==> src/rtl/accel_regs_pkg.sv <==
// accel_regs_pkg: ADXL345-style register addresses, reset values and responder FSM states
package accel_regs_pkg;
  localparam logic [5:0] ADDR_DEVID       = 6'h00;
  localparam logic [5:0] ADDR_BW_RATE     = 6'h2C;
  localparam logic [5:0] ADDR_POWER_CTL   = 6'h2D;
  localparam logic [5:0] ADDR_INT_ENABLE  = 6'h2E;
  localparam logic [5:0] ADDR_INT_SOURCE  = 6'h30;
  localparam logic [5:0] ADDR_DATA_FORMAT = 6'h31;
  localparam logic [5:0] ADDR_DATAX0      = 6'h32;
  localparam logic [5:0] ADDR_DATAX1      = 6'h33;
  localparam logic [5:0] ADDR_DATAY0      = 6'h34;
  localparam logic [5:0] ADDR_DATAY1      = 6'h35;
  localparam logic [5:0] ADDR_DATAZ0      = 6'h36;
  localparam logic [5:0] ADDR_DATAZ1      = 6'h37;
  localparam logic [7:0] BW_RATE_RST      = 8'h0A;
  localparam logic [7:0] POWER_CTL_RST    = 8'h00;
  localparam logic [7:0] INT_ENABLE_RST   = 8'h00;
  localparam logic [7:0] DATA_FORMAT_RST  = 8'h00;
  typedef enum logic [1:0] {IDLE, CMD, RD, WR} state_e;
  function automatic logic is_data_addr(input logic [5:0] a);
    return (a >= ADDR_DATAX0) && (a <= ADDR_DATAZ1);
  endfunction
endpackage

==> src/rtl/spi_pin_sync.sv <==
// spi_pin_sync: multi-flop synchronizer with single-cycle rise/fall pulses
module spi_pin_sync #(
  parameter int   SYNC_STAGES = 2,
  parameter logic RESET_VAL   = 1'b1
) (
  input  logic clk,
  input  logic reset_n,
  input  logic din,
  output logic rise,
  output logic fall
);
  logic [SYNC_STAGES-1:0] sync_q, sync_d;
  logic prev_q, prev_d;
  always_comb begin
    sync_d = {sync_q[SYNC_STAGES-2:0], din};
    prev_d = sync_q[SYNC_STAGES-1];
  end
  always_ff @(posedge clk or negedge reset_n) begin
    if (!reset_n) begin
      sync_q <= {SYNC_STAGES{RESET_VAL}};
      prev_q <= RESET_VAL;
    end else begin
      sync_q <= sync_d;
      prev_q <= prev_d;
    end
  end
  assign rise = sync_q[SYNC_STAGES-1] & ~prev_q;
  assign fall = ~sync_q[SYNC_STAGES-1] & prev_q;
endmodule

==> src/rtl/accel_spi_responder.sv <==
// accel_spi_responder: oversampled SPI mode-3 slave emulating the ADXL345 register interface
module accel_spi_responder
  import accel_regs_pkg::*;
#(
  parameter logic [7:0] DEVID       = 8'hE5,
  parameter int         SYNC_STAGES = 2
) (
  input  logic        clk,
  input  logic        reset_n,
  input  logic        spi_csn,
  input  logic        spi_sclk,
  input  logic        spi_sdi,
  output logic        spi_sdo,
  output logic        spi_sdo_oe,
  input  logic        sample_valid,
  input  logic [15:0] sample_x,
  input  logic [15:0] sample_y,
  input  logic [15:0] sample_z,
  output logic        int1,
  output logic        measure_en,
  output logic        busy
);
  logic sclk_rise, sclk_fall, cs_rise, cs_fall;
  logic [SYNC_STAGES-1:0] sdi_q, sdi_d;
  state_e state_q, state_d;
  logic [2:0] bit_q, bit_d;
  logic [7:0] rx_q, rx_d, tx_q, tx_d;
  logic [5:0] addr_q, addr_d;
  logic mb_q, mb_d, sdo_q, sdo_d;
  logic [7:0] bw_q, bw_d, pwr_q, pwr_d, ien_q, ien_d, fmt_q, fmt_d;
  logic [5:0][7:0] data_q, data_d;
  logic [47:0] pend_q, pend_d;
  logic pend_v_q, pend_v_d, hit_q, hit_d, dr_q, dr_d, int1_q, int1_d;
  logic [7:0] rx_byte;
  logic [5:0] next_addr;
  logic byte_done, idle, apply, clear;

  spi_pin_sync #(.SYNC_STAGES(SYNC_STAGES), .RESET_VAL(1'b1)) u_sclk_sync (
    .clk(clk), .reset_n(reset_n), .din(spi_sclk), .rise(sclk_rise), .fall(sclk_fall)
  );
  // csn starts "selected" so a master still holding CS_N low across reset cannot fake a cs_fall
  spi_pin_sync #(.SYNC_STAGES(SYNC_STAGES), .RESET_VAL(1'b0)) u_csn_sync (
    .clk(clk), .reset_n(reset_n), .din(spi_csn), .rise(cs_rise), .fall(cs_fall)
  );

  function automatic logic [7:0] reg_rd(input logic [5:0] a);
    case (a)
      ADDR_DEVID:       return DEVID;
      ADDR_BW_RATE:     return bw_q;
      ADDR_POWER_CTL:   return pwr_q;
      ADDR_INT_ENABLE:  return ien_q;
      ADDR_INT_SOURCE:  return {dr_q, 7'h02};
      ADDR_DATA_FORMAT: return fmt_q;
      ADDR_DATAX0:      return data_q[0];
      ADDR_DATAX1:      return data_q[1];
      ADDR_DATAY0:      return data_q[2];
      ADDR_DATAY1:      return data_q[3];
      ADDR_DATAZ0:      return data_q[4];
      ADDR_DATAZ1:      return data_q[5];
      default:          return 8'h00;
    endcase
  endfunction

  always_comb begin
    sdi_d = {sdi_q[SYNC_STAGES-2:0], spi_sdi};
    state_d = state_q;
    bit_d = bit_q;
    rx_d = rx_q;
    tx_d = tx_q;
    addr_d = addr_q;
    mb_d = mb_q;
    sdo_d = sdo_q;
    bw_d = bw_q;
    pwr_d = pwr_q;
    ien_d = ien_q;
    fmt_d = fmt_q;
    data_d = data_q;
    pend_d = pend_q;
    pend_v_d = pend_v_q;
    hit_d = hit_q;
    rx_byte = {rx_q[6:0], sdi_q[SYNC_STAGES-1]};
    next_addr = mb_q ? addr_q + 6'd1 : addr_q;
    byte_done = sclk_rise && (bit_q == 3'd7);
    case (state_q)
      IDLE: begin
        sdo_d = 1'b0;
        if (cs_fall) begin
          state_d = CMD;
          bit_d = 3'd0;
        end
      end
      CMD: if (sclk_rise) begin
        rx_d = rx_byte;
        bit_d = bit_q + 3'd1;
        if (byte_done) begin
          mb_d = rx_byte[6];
          addr_d = rx_byte[5:0];
          tx_d = reg_rd(rx_byte[5:0]);
          state_d = rx_byte[7] ? RD : WR;
        end
      end
      RD: begin
        if (sclk_fall) begin
          sdo_d = tx_q[7];
          tx_d = {tx_q[6:0], 1'b0};
        end
        if (sclk_rise) bit_d = bit_q + 3'd1;
        if (byte_done) begin
          addr_d = next_addr;
          tx_d = reg_rd(next_addr);
          hit_d = hit_q | is_data_addr(addr_q);
        end
      end
      WR: begin
        if (sclk_rise) begin
          rx_d = rx_byte;
          bit_d = bit_q + 3'd1;
        end
        if (byte_done) begin
          addr_d = next_addr;
          bw_d = (addr_q == ADDR_BW_RATE) ? rx_byte : bw_q;
          pwr_d = (addr_q == ADDR_POWER_CTL) ? rx_byte : pwr_q;
          ien_d = (addr_q == ADDR_INT_ENABLE) ? rx_byte : ien_q;
          fmt_d = (addr_q == ADDR_DATA_FORMAT) ? rx_byte : fmt_q;
        end
      end
      default: state_d = IDLE;
    endcase
    if (cs_rise) state_d = IDLE;
    // data regs only move while idle; the read-clear is deferred to the same idle cycle so a new sample wins
    idle = state_q == IDLE;
    apply = idle && (sample_valid || pend_v_q);
    clear = idle && hit_q;
    if (!idle && sample_valid) begin
      pend_v_d = 1'b1;
      pend_d = {sample_z, sample_y, sample_x};
    end
    if (apply) begin
      data_d = sample_valid ? {sample_z, sample_y, sample_x} : pend_q;
      pend_v_d = 1'b0;
    end
    if (clear) hit_d = 1'b0;
    dr_d = (apply && pwr_q[3]) ? 1'b1 : clear ? 1'b0 : dr_q;
    int1_d = dr_q & ien_q[7];
  end

  always_ff @(posedge clk or negedge reset_n) begin
    if (!reset_n) begin
      sdi_q <= '0;
      state_q <= IDLE;
      bit_q <= 3'd0;
      rx_q <= 8'h00;
      tx_q <= 8'h00;
      addr_q <= 6'd0;
      mb_q <= 1'b0;
      sdo_q <= 1'b0;
      bw_q <= BW_RATE_RST;
      pwr_q <= POWER_CTL_RST;
      ien_q <= INT_ENABLE_RST;
      fmt_q <= DATA_FORMAT_RST;
      data_q <= '0;
      pend_q <= '0;
      pend_v_q <= 1'b0;
      hit_q <= 1'b0;
      dr_q <= 1'b0;
      int1_q <= 1'b0;
    end else begin
      sdi_q <= sdi_d;
      state_q <= state_d;
      bit_q <= bit_d;
      rx_q <= rx_d;
      tx_q <= tx_d;
      addr_q <= addr_d;
      mb_q <= mb_d;
      sdo_q <= sdo_d;
      bw_q <= bw_d;
      pwr_q <= pwr_d;
      ien_q <= ien_d;
      fmt_q <= fmt_d;
      data_q <= data_d;
      pend_q <= pend_d;
      pend_v_q <= pend_v_d;
      hit_q <= hit_d;
      dr_q <= dr_d;
      int1_q <= int1_d;
    end
  end

  assign spi_sdo = sdo_q;
  assign spi_sdo_oe = state_q == RD;
  assign busy = state_q != IDLE;
  assign int1 = int1_q;
  assign measure_en = pwr_q[3];
endmodule
==> config.mk <==
export PLATFORM = sky130hd
export DESIGN_NAME = accel_spi_responder
export DESIGN_NICKNAME = d
export VERILOG_FILES = /design/src/rtl/accel_regs_pkg.sv /design/src/rtl/spi_pin_sync.sv /design/src/rtl/accel_spi_responder.sv
export SDC_FILE = /design/constraint.sdc
export NUM_CORES = 1
export LEC_CHECK = 0
export CORE_MARGIN = 4
export CORE_UTILIZATION = 50
export DETAILED_ROUTE_END_ITERATION = 8
export PLACE_DENSITY_LB_ADDON = 0.2
export SYNTH_ARGS = -nofsm -noshare
export SYNTH_HDL_FRONTEND = slang
export SYNTH_SLANG_ARGS = --single-unit
==> constraint.sdc <==
create_clock -name clk -period 2.8 [get_ports clk]
set_input_delay 0.42 -clock clk [delete_from_list [all_inputs] [get_ports clk]]
set_output_delay 0.42 -clock clk [all_outputs]
set_load 0.05 [all_outputs]
== Word-level counts from Yosys, hierarchy flattened ==
Cells that the tools add are included.

* Order comparisons: 2
* Bitwise operators: 10
* Add/sub/neg operators: 2
* Equality and inequality tests: 40
* Reduce and logical (&&, ||, !) cells: 35
* Mux-type cells: 31

{| class="wikitable"
|+ Operator list
! cell !! number
|-
| 8-bit case mux with 12 select lines || 2
|-
| 6-bit equality test (second input constant) || 26
|-
| 48-bit 2-to-1 mux || 1
|-
| 8-bit 2-to-1 mux || 4
|-
| 6-bit 2-to-1 mux || 4
|-
| 8-bit case mux with 2 select lines || 1
|-
| 2-bit nonzero test || 8
|-
| 3-bit AND reduction || 5
|-
| 6-bit zero test || 2
|-
| 6-bit case mux with 2 select lines || 1
|-
| 4-bit AND reduction || 3
|-
| 1-bit 2-to-1 mux || 9
|-
| 3-bit inequality test (second input constant) || 3
|-
| 2-bit 2-to-1 mux || 4
|-
| 2-bit AND reduction || 4
|-
| 6-bit by 1-bit adder with 6-bit output (second input constant) || 1
|-
| 6-bit greater-or-equal comparator (second input constant) || 1
|-
| 6-bit less-or-equal comparator (second input constant) || 1
|-
| 1-bit logical AND || 6
|-
| 3-bit 2-to-1 mux || 2
|-
| 2-bit by 1-bit inequality test with 1-bit output (second input constant) || 3
|-
| 2-bit inequality test (second input constant) || 3
|-
| 3-bit case mux with 2 select lines || 1
|-
| 1-bit bitwise AND || 5
|-
| 15 further kinds || 20
|}

* Input port bits: 54
* Logic and storage cells: 147
* Bits in registers: 168

== Longest topological paths before layout ==
Gate-level depths: netlist of run 1.

* Word-level depth: 7
* Gate-level depth with buffers: 11

== By module ==
A second synthesis of run 1 with hierarchy kept.

* Cells, all modules: 843
* Area, all modules: 9008.6 um2

{| class="wikitable"
|+ By module, submodules not included
! module !! instances !! cells an instance !! area an instance (um2)
|-
| accel_spi_responder || 1 || 833 || 8824.7
|-
| spi_pin_sync at u_sclk_sync || 1 || 5 || 93.8
|-
| spi_pin_sync at u_csn_sync || 1 || 5 || 90.1
|}

== Worst setup path before layout of run 1 ==
OpenSTA, ideal clock, no wires.

* Kind: flip-flop to flip-flop
* From: register addr_q[0]
* To: register tx_q[0]
* Clock period less this slack: 2.654 ns
* Path slack: 0.146 ns
* Data arrival time: 2.528 ns
* Stages on the path, launching flop included: 12
* Path through: dfrtp_1 -> clkbuf_1 -> inv_1 -> ha_1 -> buf_4 -> inv_1 -> a22oi_1 -> a211oi_2 -> and3_1 -> a2111oi_1 -> a41oi_1 -> a221o_1

* Cells in the longest elaborated chain, start to end: 6
* Elaborated cells on any way between the ends: 17
* Classes of those cells: 1 x add/sub; 11 x eq/ne; 4 x mux; 1 x reduce/logical

{| class="wikitable"
|+ Ends and longest elaborated chain
! what !! line !! RTL
|-
| start: declaration || accel_spi_responder.sv:28 || <nowiki>logic [5:0] addr_q, addr_d;</nowiki>
|-
| start signal: assignment || accel_spi_responder.sv:173 || <nowiki>addr_q <= addr_d;</nowiki>
|-
| 6-bit by 1-bit adder with 6-bit output || accel_spi_responder.sv:82 || <nowiki>next_addr = mb_q ? addr_q + 6'd1 : addr_q;</nowiki>
|-
| 6-bit 2-to-1 mux * || accel_spi_responder.sv:82 ||
|-
| 6-bit equality test or 6-bit zero test (tied branches) || accel_spi_responder.sv:47 || <nowiki>case (a)</nowiki>
|-
| 8-bit case mux with 12 select lines * || accel_spi_responder.sv:47 ||
|-
| 8-bit 2-to-1 mux * || accel_spi_responder.sv:108 || <nowiki>if (byte_done) begin</nowiki>
|-
| 8-bit case mux with 2 select lines * || accel_spi_responder.sv:84 || <nowiki>case (state_q)</nowiki>
|-
| end signal: assignment || accel_spi_responder.sv:172 || <nowiki>tx_q <= tx_d;</nowiki>
|-
| end: declaration || accel_spi_responder.sv:27 || <nowiki>logic [7:0] rx_q, rx_d, tx_q, tx_d;</nowiki>
|}

Every way passes the cells marked *; elsewhere a longest branch is shown, timed or not.
A chain may end at the register's enable or synchronous reset.

== Worst setup path in the final report of run 1 ==
* From: register addr_q[1]
* To: register tx_q[2]

Same word-level chain as after synthesis.

==> results of run 1 <==
==> critical path, cell delays in order (launching register included) <==
cell,delay (ns)
dfrtp_1,0.35
buf_4,0.18
inv_1,0.08
ha_1,0.31
inv_1,0.10
o22ai_1,0.62
a22o_1,0.28
and3_1,0.22
a211oi_1,0.06
and4b_1,0.20
o31ai_1,0.18
==> synth_stat cells (all sizes together), types with 6 or more instances <==
cell / count
a211oi: 6
a21oi: 27
a221oi: 6
a22o: 11
a22oi: 22
and2: 6
and3: 18
buf: 25
clkbuf: 35
dfrtp: 163
ha: 13
inv: 16
mux2: 96
mux2i: 66
nand2: 89
nand3: 17
nand4: 12
nor2: 28
nor2b: 9
nor3: 14
o21ai: 68
o22ai: 6
o31ai: 7
==> sequential cells by signal (all words and copies together), names as in the netlist, 2 cells and up <==
signal and cells:
u_csn_sync.sync_q 2, addr_q 6, pend_q 48, bit_q 3
bw_q 8, rx_q 7, state_q 2, pwr_q 8
data_q 48, u_sclk_sync.sync_q 2, sdi_q 2, tx_q 8
ien_q 8, fmt_q 8
==> through the flow <==
step | utilization (%) | instance area (um2) | hold WS, ns | worst slack (ns) | power [mW]
2_1_floorplan | - | 9110 | 0.124 | 0.146 | 5.83
3_3_place_gp | 57.1 | 10300 | 0.336 | 0.218 | 7.10
3_5_place_dp | 57.1 | 10300 | 0.340 | 0.166 | 7.24
4_1_cts | 60.4 | 10900 | 0.355 | 0.158 | 9.64
5_1_grt | 60.4 | 10900 | 0.357 | 0.0179 | 10.2
6_report | 60.4 | 10900 | 0.352 | 0.119 | 9.62
==> worst max path at each step <==
stage                    to  slack (ns)  depth (start not counted)
floorplan           tx_q[0]        0.15                         11
global placement    tx_q[4]        0.22                          7
detailed placement  tx_q[4]        0.17                          7
CTS                 tx_q[4]        0.16                          7
global route        tx_q[4]        0.02                          7
finish              tx_q[2]        0.12                         10
==> repair_timing <==
action | in CTS | in global routing
gates resized for setup | 0 | 1
endpoints found under the hold margin | 50 | 0
setup endpoints to repair | 0 | 1
hold buffers | 1 | 0
==> layer usage <==
layer  GRT usage [%]  routed length [um]  vias up
li1                -                   -     3305
met1            40.5               12400     3685
met2            43.0               12700      307
met3            7.03                2160       69
met4            12.2                1180        0
met5               0                   0        -
==> layout make-up <==
type                       count  share of cell area [%]
multi-input combinational    605                    42.3
sequential                   168                    38.8
timing repair buffer         124                    10.4
clock buffer                  18                    3.95
inverter                      16                   0.553
tap                          229                    2.64
clock inverter                13                    1.43
==> power breakdown <==
part	total [mW]	leakage [nW]	switching (mW)	internal, mW
clock network	2.39	0.282	1.05	1.33
registers	4.11	2.11	0.869	3.24
logic	3.13	2.41	1.74	1.39
total	9.62	4.80	3.66	5.96
==> kinds of logic (layout without fill, tap and decap cells) <==
logic type,Yosys count,in the layout,share of synthesized area (%)
muxes,165,165,19.9
adders and majority gates,13,13,1.78
and+or+nand+nor,223,223,12.7
buffers and inverters,76,171,3.65
DFF,168,168,46.2
xor gates and xnor gates,4,4,0.467
AOI/OAI and AO/OA,200,200,15.4
==> flow_summary.toml, run 1 <==
[power]
ir_drop_mv = 0.960
power.density_nw_per_um2 = 886
power.leakage_nw = 4.80

[synth]
yosys.area.top_type = "dfrtp_1"
synth_fp_nets = 916
yosysSeqAreaShare_pct = 46.2
synth-edff-count = 0
synthDistinctLibCells = 82
synth_top_area_share_pct = 44.8
synth-main-ff-cell = "dfrtp_1"
syn_inst = 849
ys_async_sr_fraction_pct = 100
avgSynthCellArea_um2 = 10.7
ys_seq_elements = 168
yosysWarnings = 0
synthTopCellsByArea = "dfrtp_1 45%, mux2_2 12%, mux2i_1 7.2%, nand2_1 3.7%, o21ai_0 3.6%"
syn_area_um2 = 9110

[timing]
final-setup-viol-count = 0
grt_setup_unrepaired = "false"
worstMarginPinSlew_ns = 0.756
hold_violations = 0
drv_slew = 0
finClkSkew_ns = 0.0159
fmaxAchievable_mhz = 373
period_share_pct = 95.8
tns_ns = 0
slew_headroom_pct = 49.6
min_period_ns = 2.68

[worst_setup_path]
r2r-end = "tx_q[2]"
start_kind = "flip-flop"
crit_type = "reg -> reg"
crit_fanout = 11
cp.required_ns = 3.15
ff2ff_path_depth = 10
end_kind = "flip-flop"
setup.worst_path.start = "addr_q[1]"
rrSetupSlack_ns = 0.12
arrival_ns = 3.03
r2r_start = "addr_q[1]"

[clock_network]
cts_tree = "yes"
cts_sinks = 168
cts_made_buffers = 17
cts-root-buf = "clkbuf_16"
clockBufferDepth = 2
post_cts_buffers = 0
cts_max_level = 4
path_clk_slew_ns = 0.07
clk_latency_ns = 0.44

[drt]
drt-pass1-iter-count = 6
drtIter0Drc = 757
vias_per_cell = 6.28
drtAntennaViolNets = 0
wl_per_cell_um = 24.3
route.detailed.drc = 0
wl_um = 28500
num_vias = 7366

[floorplanning]
core_um2 = 18000
dieArea_um2 = 20500
io_pins = 59
fp.dieH_um = 143
start_util_pct = 50.7
die_x_um = 143
rows = 49

[placement]
globalplace.congestion = 1.04
numPortBuffers = 58
dp_hpwl_um = 21300
placed_cells_incl_taps = 1141

[worst_hold_path]
hold_depth = 0
hold_start = "sdi_q[0]"
min_to = "sdi_q[1]"
hold_class = "reg -> reg"

[finish]
drive_gt1_share_pct = 24.0
fin_nets = 999
seqCellArea_um2 = 4210
final_cell_mix = "162 x dfrtp_1, 96 x mux2_2, 89 x nand2_1, 66 x mux2i_1, 65 x o21ai_0"
fillers = 1454
final_common_cell = "dfrtp_1"
area_delta_synth_final_pct = 19.1
stdcell_count = 1173
multi_input_area_um2 = 4590
diodes = 0

[status]
status = "finished clean"

[flow_run]
maxCapViolCount = 0

[grt]
grt_usage_pct = 28.9
grt_pass1_wl_um = 44100
grt_max_degree = 98
globalRouteOverflowTotal = 0
antenna_found_initial = 0
first_global_vias = 7435
No activity file was read; power rests on OpenSTA's default activity.
==> inputs of run 2 (changes only) <==
CTS_CLUSTER_SIZE = 30   (was not set)
MAX_ROUTING_LAYER = met4   (was not set)
PLACE_DENSITY = 0.82   (was not set)
PLACE_DENSITY_LB_ADDON = not set   (was 0.2)
==> run 2 against run 1 <==
Effect of this change:
- the flow now finishes with violations (negative hold slack)
- combinational power is 3% lower
- cell area is 0.21% lower
- sequential share of layout area is 0.092 points higher
- clock power hardly changed
- register-to-register slack better by 0.12 ns
- first-iteration DRC count is 3.7% higher
- die area stayed put
- sequential cell count stayed put
- critical endpoint is now tx_q[0]
- highest routed layer unchanged
==> flow_summary.toml, run 2 (same netlist as run 1, synthesis figures left out) <==
[worst_setup_path]
rrSetupSlack_ns = 0.24
cpPeakStageDelay_ns = 0.46
start_kind = "flip-flop"
r2r-end = "tx_q[0]"
crit_fanout = 11
crit_chain = "inv_1 > ha_1 > inv_1 > a22oi_1 > a211oi_2 > buf_4 > and3_1 > a2111oi_1 > a41oi_1 > a221o_1"
cp.required_ns = 3.13
ff2ff_path_depth = 10
r2r_start = "addr_q[1]"
setup.worst_path.start = "addr_q[1]"
end_kind = "flip-flop"
arrival_ns = 2.88
cp_slowest_cell = "dfrtp_2"
crit_top_cell = "inv_1"
crit_type = "reg -> reg"

[flow_run]
maxCapViolCount = 0

[placement]
numPortBuffers = 58
dp_hpwl_um = 19500
place_area_um2 = 10200
globalplace.congestion = 1.09
place_ws_ns = 0.136

[floorplanning]
dieArea_um2 = 20500
fp.dieH_um = 143
rows = 49
die_x_um = 143
core_um2 = 18000
start_util_pct = 50.7
io_pins = 59

[timing]
slew_headroom_pct = 38.3
fmaxAchievable_mhz = 391
worstMarginPinSlew_ns = 0.926
final-setup-viol-count = 0
drv_slew = 0
hold_violations = 8
grt_setup_unrepaired = "false"
holdWs_ns = -0.0169
fin_ws_ns = 0.243
period_share_pct = 91.3
finClkSkew_ns = 0.0101
tns_ns = 0
min_period_ns = 2.56

[status]
status = "complete, but fails checks"
violations = "negative hold slack"

[clock_network]
clk_latency_ns = 0.44
cts_tree = "yes"
cts-root-buf = "clkbuf_16"
clockBufferDepth = 2
path_clk_slew_ns = 0.07
cts_max_level = 4
post_cts_buffers = 0
postCtsHoldBufs = 0
cts_made_buffers = 17
cts_sinks = 168

[grt]
grt_max_degree = 98
antenna_found_initial = 2
grt_usage_pct = 27.9
first_global_vias = 7123
globalRouteOverflowTotal = 0
grt_pass1_wl_um = 42100

[finish]
reg_top3 = "data_q: 48 flops, pend_q: 48 flops"
fin_nets = 990
fillers = 1449
final_cell_mix = "161 x dfrtp_1, 96 x mux2_2, 89 x nand2_1, 66 x mux2i_1, 65 x o21ai_0"
area_delta_synth_final_pct = 18.9
final_common_cell = "dfrtp_1"
design_area_um2 = 10800
drive_gt1_share_pct = 23.7

[drt]
vias_per_cell = 6.25
wl_um = 26700
num_vias = 7290
drtIter0Drc = 785
drtAntennaViolNets = 0
wl_per_cell_um = 22.9
route.detailed.drc = 0
drt-pass1-iter-count = 7

[power]
power.leakage_nw = 4.77
power.total_mw = 9.49
ir_drop_mv = 0.690
power.density_nw_per_um2 = 876

[worst_hold_path]
hold_class = "in -> async"
-- run 2: changes by cell type in the layout (fill, tap and decap cells not counted), moves of 2 or more --
cell     previous run  this run
buf_12              4         7
buf_4              61        50
diode_2             0         2
inv_8               2         4
-- run 2: metal layers --
metal / track usage, % / vias up / wire [um]
met2: 41.2 / 326 / 12000
met5: - / - / 0
met1: 36.9 / 3579 / 11600
met4: 11.9 / 0 / 1170
li1: - / 3300 / -
met3: 6.87 / 85 / 1980
-- run 2: where the power goes --
group | leakage, nW | switching (mW) | internal [mW]
registers | 2.11 | 0.854 | 3.24
logic | 2.37 | 1.63 | 1.40
clock network | 0.287 | 1.09 | 1.27
total | 4.77 | 3.58 | 5.91
-- run 2: worst max-delay path by stage --
stage               slack, ns  endpoint
floorplan                0.15   tx_q[0]
global placement         0.23   tx_q[3]
detailed placement       0.14   tx_q[3]
CTS                      0.14   tx_q[5]
global route             0.07   tx_q[4]
finish                   0.24   tx_q[0]
-- run 2: through the flow --
| step | hold slack (ns) | std cells | utilization [%] |
|---|---|---|---|
| finish | -0.0169 | 1167 | 60.3 |
| detailed placement | 0.336 | 1133 | 57.0 |
| floorplan | 0.124 | 849 | - |
| CTS | 0.0138 | 1165 | 60.3 |
| global route | 0.0319 | 1167 | 60.3 |
| global placement | 0.332 | 1133 | 57.0 |
-- run 2: critical path, delay by kind of cell, from the launching register on --
family | cells | cell delay [ns]
buffers and inverters | 3 | 0.39
adder cells (fa/ha/maj) | 1 | 0.33
AND/OR/NAND/NOR | 1 | 0.18
flip-flops | 1 | 0.46
AO/OA/AOI/OAI | 5 | 1.08
-- run 2: timing repair --
item,in CTS,in global routing
hold endpoints to repair,0,0
endpoints found under the setup margin,0,6
resized for setup,0,4
-- run 2: final cells by class --
class                           count  area, um2  share of cell area (%)
Multi-Input combinational cell    605       4590                    42.4
Sequential cell                   168       4210                    38.9
Antenna cell                        2       5.00                  0.0462
Inverter                           16       60.1                   0.554
Clock inverter                     14        156                    1.44
Clock buffer                       18        429                    3.96
Tap cell                          229        287                    2.64
Timing Repair Buffer              115       1090                    10.1
==> inputs of run 3 (changes only) <==
CAP_MARGIN = 20   (was not set)
==> results of run 3 <==
Final layout, timing and power as in run 2 (identical DEF).
